### src/rtl/slave_port.sv
// Serial system-bus slave: deserialises ID/offset/write data, acks its own DEV_ID,
// drives a byte-wide backend and serialises read data back to the master.
module slave_port #(
    parameter logic [5:0] DEV_ID     = 6'd0,
    parameter int         RD_TIMEOUT = 15
) (
    input  logic       clk,
    input  logic       rst,
    input  logic       mode,
    input  logic       wr_bus,
    input  logic       master_valid,
    output logic       slave_ready,
    output logic       ack,
    output logic       rd_bus,
    output logic       slave_valid,
    input  logic       master_ready,
    output logic [9:0] s_addr,
    output logic [7:0] s_wr_data,
    output logic       s_wr_en,
    output logic       s_rd_en,
    input  logic [7:0] s_rd_data,
    input  logic       s_rd_valid
);

    typedef enum logic [2:0] {
        ID_PH, OFFS_PH, WR_PH, WR_COMMIT, RD_FETCH, RD_PH, SKIP
    } state_e;

    localparam int             WW        = $clog2(RD_TIMEOUT + 1);
    localparam logic [WW-1:0]  WAIT_LAST = WW'(RD_TIMEOUT - 1);

    state_e        state_q, state_d;
    logic [3:0]    cnt_q, cnt_d;
    logic          mode_q, mode_d;
    logic [4:0]    id_sr_q, id_sr_d;
    logic [8:0]    offs_sr_q, offs_sr_d;
    logic [9:0]    addr_q, addr_d;
    logic [7:0]    wr_sr_q, wr_sr_d;
    logic [7:0]    rd_sr_q, rd_sr_d;
    logic [WW-1:0] wait_q, wait_d;

    logic ready_raw, ack_c, valid_c, wr_en_c, rd_en_c;
    logic in_beat, id_match;

    assign ready_raw = (state_q == ID_PH) || (state_q == OFFS_PH) || (state_q == WR_PH);
    assign in_beat   = master_valid & slave_ready;
    assign id_match  = ({id_sr_q, wr_bus} == DEV_ID);

    always_comb begin
        // NOTE: every signal gets a default before the case so no path can infer a latch.
        state_d   = state_q;
        cnt_d     = cnt_q;
        mode_d    = mode_q;
        id_sr_d   = id_sr_q;
        offs_sr_d = offs_sr_q;
        addr_d    = addr_q;
        wr_sr_d   = wr_sr_q;
        rd_sr_d   = rd_sr_q;
        wait_d    = wait_q;
        ack_c     = 1'b0;
        valid_c   = 1'b0;
        wr_en_c   = 1'b0;
        rd_en_c   = 1'b0;

        case (state_q)
            ID_PH: if (in_beat) begin
                id_sr_d = {id_sr_q[3:0], wr_bus};
                cnt_d   = cnt_q + 4'd1;
                if (cnt_q == 4'd0) mode_d = mode;
                if (cnt_q == 4'd5) begin
                    cnt_d   = 4'd0;
                    ack_c   = id_match;
                    state_d = id_match ? OFFS_PH : SKIP;
                end
            end
            OFFS_PH: if (in_beat) begin
                offs_sr_d = {offs_sr_q[7:0], wr_bus};
                cnt_d     = cnt_q + 4'd1;
                if (cnt_q == 4'd9) begin
                    addr_d  = {offs_sr_q, wr_bus};
                    cnt_d   = 4'd0;
                    wait_d  = '0;
                    state_d = mode_q ? WR_PH : RD_FETCH;
                end
            end
            WR_PH: if (in_beat) begin
                wr_sr_d = {wr_sr_q[6:0], wr_bus};
                cnt_d   = cnt_q + 4'd1;
                if (cnt_q == 4'd7) begin
                    cnt_d   = 4'd0;
                    state_d = WR_COMMIT;
                end
            end
            WR_COMMIT: begin
                wr_en_c = 1'b1;
                state_d = ID_PH;
            end
            RD_FETCH: begin
                // wait_q is zero only on the entry cycle, so the request is a single pulse
                rd_en_c = (wait_q == '0);
                if (s_rd_valid) begin
                    rd_sr_d = s_rd_data;
                    state_d = RD_PH;
                end else if (wait_q == WAIT_LAST) begin
                    rd_sr_d = 8'hFF;
                    state_d = RD_PH;
                end else begin
                    wait_d = wait_q + 1'b1;
                end
            end
            RD_PH: begin
                valid_c = 1'b1;
                if (master_ready) begin
                    rd_sr_d = {rd_sr_q[6:0], 1'b0};
                    cnt_d   = cnt_q + 4'd1;
                    if (cnt_q == 4'd7) begin
                        cnt_d   = 4'd0;
                        state_d = ID_PH;
                    end
                end
            end
            SKIP: if (!master_valid) state_d = ID_PH;
            default: state_d = ID_PH;
        endcase
    end

    // NOTE: non-blocking assignments so all registers sample the same pre-edge values.
    always_ff @(posedge clk or posedge rst) begin
        if (rst) begin
            state_q   <= ID_PH;
            cnt_q     <= '0;
            mode_q    <= 1'b0;
            id_sr_q   <= '0;
            offs_sr_q <= '0;
            addr_q    <= '0;
            wr_sr_q   <= '0;
            rd_sr_q   <= '0;
            wait_q    <= '0;
        end else begin
            state_q   <= state_d;
            cnt_q     <= cnt_d;
            mode_q    <= mode_d;
            id_sr_q   <= id_sr_d;
            offs_sr_q <= offs_sr_d;
            addr_q    <= addr_d;
            wr_sr_q   <= wr_sr_d;
            rd_sr_q   <= rd_sr_d;
            wait_q    <= wait_d;
        end
    end

    // Combinational outputs are forced low while reset is held.
    assign slave_ready = ready_raw & ~rst;
    assign ack         = ack_c & ~rst;
    assign slave_valid = valid_c & ~rst;
    assign rd_bus      = rd_sr_q[7] & valid_c & ~rst;
    assign s_wr_en     = wr_en_c & ~rst;
    assign s_rd_en     = rd_en_c & ~rst;
    assign s_addr      = addr_q;
    assign s_wr_data   = wr_sr_q;

endmodule
### config.mk
export PLATFORM = sky130hd
export DESIGN_NAME = slave_port
export DESIGN_NICKNAME = d
export VERILOG_FILES = /design/src/rtl/slave_port.sv
export SDC_FILE = /design/constraint.sdc
export NUM_CORES = 1
export LEC_CHECK = 0
export ABC_AREA = 1
export BUFFER_PORTS_ARGS = -buffer_cell sky130_fd_sc_hd__buf_2
export CORE_UTILIZATION = 50
export DETAILED_ROUTE_END_ITERATION = 8
export PLACE_DENSITY_LB_ADDON = 0.2
export SYNTH_ARGS = -nofsm -noshare
export SYNTH_HDL_FRONTEND = slang
export SYNTH_SLANG_ARGS = --single-unit
### constraint.sdc
create_clock -name clk -period 1.5 [get_ports clk]
set_clock_uncertainty 0.05 [all_clocks]
set_input_delay 0.3 -clock clk [delete_from_list [all_inputs] [get_ports clk]]
set_output_delay 0.3 -clock clk [all_outputs]
set_load 0.01 [all_outputs]
==> summary.txt, run 1 <==
Worst setup path
  • Max Fanout on Critical Path: 5
  • Critical path arrival: a little under 2 ns
  • Flop2flop setup slack: -0.31 ns
  • Reg-to-reg endpoint: s_addr[0]
  • Worst setup endpoint: s_addr[0]
  • Element type at the critical path end: flip-flop
  • Crit Path Class: flip-flop to flip-flop
  • Worst R2R Path Depth: 11
  • Reg2reg start: state_q[1]
  • Startpoint Class: flip-flop
  • Worst EP required: roughly 1.6 ns
  • CP startpoint: state_q[1]

Run status
  • Failing checks: negative setup slack
  • Status: finished, violations left

Routing
  • Vias per inst: around 5.2
  • DRT Pass-1 Iters: 6
  • Routed WL: about 7800 microns
  • Routed len/inst: roughly 15 microns
  • DRC: 0
  • Detail Route Antenna Nets: 0
  • Vias: between 2,000 and 3,000
  • Initial DRC Count: between 100 and 150

Yosys
  • Ys async rst share: 100.0%
  • Synth Warn #: 0
  • Synth Register Bits: 52
  • Seq/Total Area, Yosys: about half
  • Syn Inst Count: ~340
  • Avg Inst Size Synth: 7.881 sq um
  • Syn nets: around 360
  • Syn Std Cell Area: ~2600 sq um
  • Commonest register cell after synthesis: dfrtp_1
  • Post-synth EDFFs: 0
  • Synth cell types: 27

STA
  • Slew Limit Fails: 0
  • RSZ-0062 raised after global routing: true
  • Minimum clock period: between 1.5 and 2 ns
  • Final setup viols: 52
  • Setup WS post-layout: -0.3088 ns
  • Fmax: between 500 and 600 MHz
  • Final worst-path cycle share: 120.6%
  • Slew HR: about 78%
  • Worst-Margin Slew: roughly 0.33 ns
  • Hold Vio Cnt, Final: 0

CTS
  • Worst-path clk slew: roughly 0.10 ns
  • Num Clock Sinks: 52
  • Clock buffer depth: 2
  • Clock Latency Late Sink: between 0.3 and 0.4 ns
  • H-tree levels: 2
  • Clock buffer count from CTS: 5
  • TritonCTS clock tree: yes
  • CTS root buf: clkbuf_8

Global route
  • Largest net degree at the start of global routing: 53
  • Vias in the first global route: around 2,400
  • Gr ovfl total: 0
  • Gr usage total: between 20% and 30%
  • First-pass GRT wire length: between 10,000 and 15,000 microns
  • Initial antenna violation count: 0

Die
  • Die area: 5575 sq um
  • Die width: roughly 75 microns
  • Core area: about 5000 sq um
  • I/O pin total: 39
  • Site row count: 26
  • Starting Density: roughly half
  • Die Y: between 70 and 80 microns

Placed design
  • GP Congestion: ~0.94
  • Port buffer count: 38
  • Dpl cells: 470
  • Placed cell areas: ~3200 sq um
  • Final HPWL DP: between 3000 and 4000 microns
  • DP Worst Slack: -0.1147 ns

Cells and area
  • Final Util: between 80% and 90%
  • ANT cells: 0
  • Fin nets: approximately 460
  • Fill cells: 266
  • Final Non-Filler Cells: slightly above 500
  • Most frequent cells in the layout: dfrtp_1 (49), nand2_1 (45), inv_1 (40)
  • Area Growth Syn to Fin: 64.79%
  • Final Cell Area: roughly 4400 sq um
  • Layout cells sized above 1: between 50 and 60%
  • Most common cell after layout, fill and taps aside: dfrtp_1

Hold path
  • HP Class: primary input to flip-flop
  • Source of the worst hold timing path: mode

Power and ir drop
  • Comb power frac: between 50 and 60%
  • P_leak: around 0.0022 uW
  • Clock share of power: 14.1%
  • Overall Power: slightly below 8000 uW
  • Power Dens Cells: about 1800 nW/um^2
  • Internal: between 4000 and 5000 uW
  • Psw: roughly 3400 uW
  • Seq pwr share: 31.2%
  • Max rail drop VDD: roughly 0.0011 V
  • Switching Share: a little over two fifths

Run
  • Total of max-cap violations: 0
## state kept, by name, summed over array words and instances (netlist names)
register,flops
s_addr,10
offs_sr_q,9
rd_sr_q,8
s_wr_data,8
id_sr_q,5
cnt_q,4
wait_q,4
state_q,3
mode_q,1
## through the flow
stage,TNS [ns],hold WS (ns)
3_3_place_gp,-0.8040,0.4152
4_1_cts,-4.678,0.1963
6_report,-9.080,0.1870
2_1_floorplan,-0.5872,0.3131
3_5_place_dp,-1.275,0.4215
5_1_grt,-11.80,0.2200
## cells in the mapped netlist (2+ instances only)
cell,n,area [sq um]
a21oi_1,13,65.06
buf_2,5,25.02
buf_4,3,22.52
dfrtp_1,52,1301
ha_1,6,75.07
inv_1,44,165.2
inv_2,4,15.01
nand2_1,86,322.8
nand2_2,2,12.51
nand3_1,18,90.09
nand3_2,2,20.02
nand4_1,6,37.54
nor2_1,27,101.4
nor2_2,3,18.77
nor2_4,2,22.52
nor3_1,2,10.01
o21ai_0,20,100.1
o21ai_1,30,150.1
xor2_1,2,17.52
## repair_timing
action | in CTS | in global routing
endpoints found under the hold margin | 0 | 0
hold buffers | 0 | 0
pin swaps | 29 | 23
setup buffers | 18 | 5
setup endpoints to repair | 34 | 52
gates resized for setup | 100 | 93
cloned | 5 | 4
## worst max-delay path, cell delays in order (launching register included)
cell and delay (ns):
dfrtp_2 0.46, buf_6 0.14, inv_4 0.06, buf_6 0.10, buf_6 0.09, nand3_4 0.11
nor2_4 0.17, nand2_4 0.08, buf_6 0.14, buf_8 0.14, nand2_2 0.06, o21ai_1 0.07
## power by group through the flow
stage	registers, uW	clock network (uW)	logic, uW
2_1_floorplan	2350	0	1710
3_3_place_gp	2340	0	2630
3_5_place_dp	2350	0	2700
4_1_cts	2360	1120	3610
6_report	2480	1120	4350
5_1_grt	2550	1180	4760
## cell families (layout without fill, tap and decap cells)
kind of cell / Yosys count / in the layout / synth area share, %
flops: 52 / 52 / 49.29
simple gates: 151 / 152 / 25.26
buf+inv: 59 / 160 / 9.336
compound gates: 64 / 64 / 12.27
xor+xnor: 3 / 3 / 0.9954
fa+ha+maj: 6 / 6 / 2.844
## area by class of cell
type	instances	area [sq um]	area share [%]
Multi-Input combinational cell	225	1652	37.96
Sequential cell	52	1305	30.00
Timing Repair Buffer	104	979.7	22.52
Inverter	49	197.7	4.544
Tap cell	70	87.58	2.013
Clock buffer	5	68.82	1.582
Clock inverter	2	60.06	1.381
## worst min path at each step
stage	to	slack (ns)	cells after the start
5_1_grt	offs_sr_q[0]	0.22	3
3_5_place_dp	offs_sr_q[2]	0.42	2
4_1_cts	mode_q	0.20	3
6_report	mode_q	0.19	3
2_1_floorplan	cnt_q[0]	0.31	1
3_3_place_gp	s_addr[8]	0.42	2
## layer usage
layer	GRT usage, %	share of wire (%)
met2	45.15	52
met3	4.685	3.4
met1	33.77	43
met5	0	0
met4	7.547	2.3
No activity file was read; power rests on OpenSTA's default activity.
==> run 2: changes to the inputs <==
--- a/config.mk
+++ b/config.mk
@@ -7,9 +7,11 @@
 export LEC_CHECK = 0
 export ABC_AREA = 1
 export BUFFER_PORTS_ARGS = -buffer_cell sky130_fd_sc_hd__buf_2
+export CORE_ASPECT_RATIO = 1.2
 export CORE_UTILIZATION = 50
 export DETAILED_ROUTE_END_ITERATION = 8
 export PLACE_DENSITY_LB_ADDON = 0.2
+export REMOVE_ABC_BUFFERS = 1
 export SYNTH_ARGS = -nofsm -noshare
 export SYNTH_HDL_FRONTEND = slang
 export SYNTH_SLANG_ARGS = --single-unit
==> summary.txt, run 2 (same netlist as run 1, synthesis figures left out) <==
Placed design
  • Dpl cells: 458
  • Final HPWL DP: about 4000 microns
  • Port buffer count: 38
  • GP Congestion: approximately 0.94

Run status
  • Failing checks: negative setup slack
  • Status: finished, violations left

Power and ir drop
  • Power Dens Cells: between 1500 and 2000 nW/um^2
  • Max rail drop VDD: approximately 0.00087 V
  • Psw: 2897 uW
  • Overall Power: between 6000 and 7000 uW
  • Seq pwr share: 34.8%
  • Comb power frac: a little over half
  • Clock share of power: 11.9%
  • P_leak: 0.001934 uW
  • Switching Share: 42.50%
  • Internal: between 3000 and 4000 uW

STA
  • Setup TNS: -6.606 ns
  • Final worst-path cycle share: 124.1%
  • Minimum clock period: 1.861 ns
  • Fmax: about 540 MHz
  • Worst-Margin Slew: about 0.65 ns
  • Final hold slack: 0.1775 ns
  • Hold Vio Cnt, Final: 0
  • Slew HR: approximately 56%
  • Slew Limit Fails: 0
  • Final setup viols: 52
  • RSZ-0062 raised after global routing: true
  • Setup WS post-layout: -0.3615 ns

CTS
  • Clock buffer depth: 2
  • CTS root buf: clkbuf_8
  • Worst-path clk slew: around 0.090 ns
  • Clock buffer count from CTS: 5
  • Clock Latency Late Sink: around 0.31 ns
  • TritonCTS clock tree: yes
  • H-tree levels: 2
  • Num Clock Sinks: 52

Worst setup path
  • Max Fanout on Critical Path: 5
  • Flop2flop setup slack: -0.22 ns
  • Reg2reg start: state_q[0]
  • Critical path arrival: between 1.5 and 2 ns
  • Element type at the critical path end: output pin
  • Reg-to-reg endpoint: state_q[1]
  • Worst R2R Path Depth: 10
  • Crit Path Class: flip-flop to output pin
  • Startpoint Class: flip-flop
  • Worst EP required: roughly 1.2 ns

Run
  • Total of max-cap violations: 0

Routing
  • DRT Pass-1 Iters: 4
  • DRC: 0
  • Vias per inst: between 5 and 6
  • Detail Route Antenna Nets: 0
  • Routed len/inst: roughly 14 microns
  • Vias: approximately 2,500
  • Routed WL: 6648 microns
  • Initial DRC Count: between 100 and 150

Die
  • Die area: between 5000 and 6000 sq um
  • Starting Density: 52.70%
  • Die Y: roughly 80 microns
  • Die width: ~68 microns
  • Site row count: 28
  • I/O pin total: 39
  • Core area: ~5000 sq um

Cells and area
  • Most common cell after layout, fill and taps aside: nand2_1
  • Final Non-Filler Cells: just under 500
  • Layout cells sized above 1: 40.79%
  • Max FFs per register: 10
  • Fin nets: about 450
  • Area Growth Syn to Fin: 40.85%
  • ANT cells: 0
  • Most frequent cells in the layout: nand2_1 (72), dfrtp_1 (49), buf_4 (41)

Global route
  • Gr ovfl total: 0
  • First-pass GRT wire length: roughly 9600 microns
  • Initial antenna violation count: 0
  • Gr usage total: roughly a quarter
  • Vias in the first global route: between 2,000 and 2,500
  • Largest net degree at the start of global routing: between 50 and 60

Hold path
  • Source of the worst hold timing path: mode
  • WHS Path Cells: 3
  • HP Class: primary input to flip-flop
  • Worst hold endpoint: mode_q
[run 2: changes by cell type in the layout (fill, tap and decap cells not counted), moves of 4 or more]
cell | previous run | this run
nand2_1 | 45 | 72
nand3_2 | 3 | 7
o21ai_1 | 21 | 36
nand2_2 | 25 | 14
buf_4 | 30 | 41
buf_16 | 4 | 0
a21oi_1 | 1 | 5
nand2_4 | 17 | 1
nor2_1 | 12 | 17
buf_6 | 23 | 12
nor2_4 | 16 | 8
o21ai_2 | 15 | 2
[run 2: worst max path at each step]
| stage | start | end | slack (ns) | depth (start not counted) |
|---|---|---|---|---|
| global placement | state_q[2] | ack | -0.08 | 6 |
| floorplan | rst | state_q[2] | -0.56 | 6 |
| CTS | state_q[2] | ack | -0.29 | 6 |
| finish | state_q[2] | ack | -0.36 | 6 |
| global route | state_q[2] | ack | -0.42 | 6 |
| detailed placement | state_q[2] | ack | -0.11 | 6 |
[run 2: layout make-up]
class,count,area (sq um)
multi-input combinational,225,1349
tap,60,75.07
inverter,49,191.4
sequential,52,1305
clock buffer,5,68.82
timing repair buffer,95,708.2
fill,366,1291
clock inverter,3,21.27
[run 2: per-stage QoR]
step | utilization (%) | setup WS (ns) | area (sq um)
after floorplan | - | -0.5578 | 2577
after global placement | 62.24 | -0.08238 | 3118
after detailed placement | 62.24 | -0.1066 | 3118
after CTS | 68.71 | -0.2915 | 3442
after global routing | 74.23 | -0.4226 | 3719
final | 74.23 | -0.3615 | 3719
[run 2: routing by layer]
metal	up-vias	part of all wire, %	track usage (%)
met1	1128	41	28.50
met4	0	3.7	10.21
li1	1253	-	-
met2	64	52	39.71
met5	-	0	0
met3	19	3.9	4.306
[run 2: worst max-delay path, stage by stage, from the launching register on]
cell and delay (ns):
dfrtp_2 0.49, nor2_4 0.17, nand3_4 0.13, nor2_4 0.11, inv_2 0.04, nor3_2 0.11, buf_2 0.15
[run 2: power groups by stage]
stage	combinational (uW)	clock, uW	sequential (uW)
finish	3640	808	2370
CTS	3080	833	2340
global route	4020	877	2440
detailed placement	2680	0	2360
global placement	2630	0	2330
floorplan	1560	0	2410
[run 2: repair_timing]
action,CTS,global route
hold buffers,0,0
cloned,2,2
setup endpoints to repair,29,52
pin swaps,9,19
gates resized for setup,41,60
buffers inserted,11,10
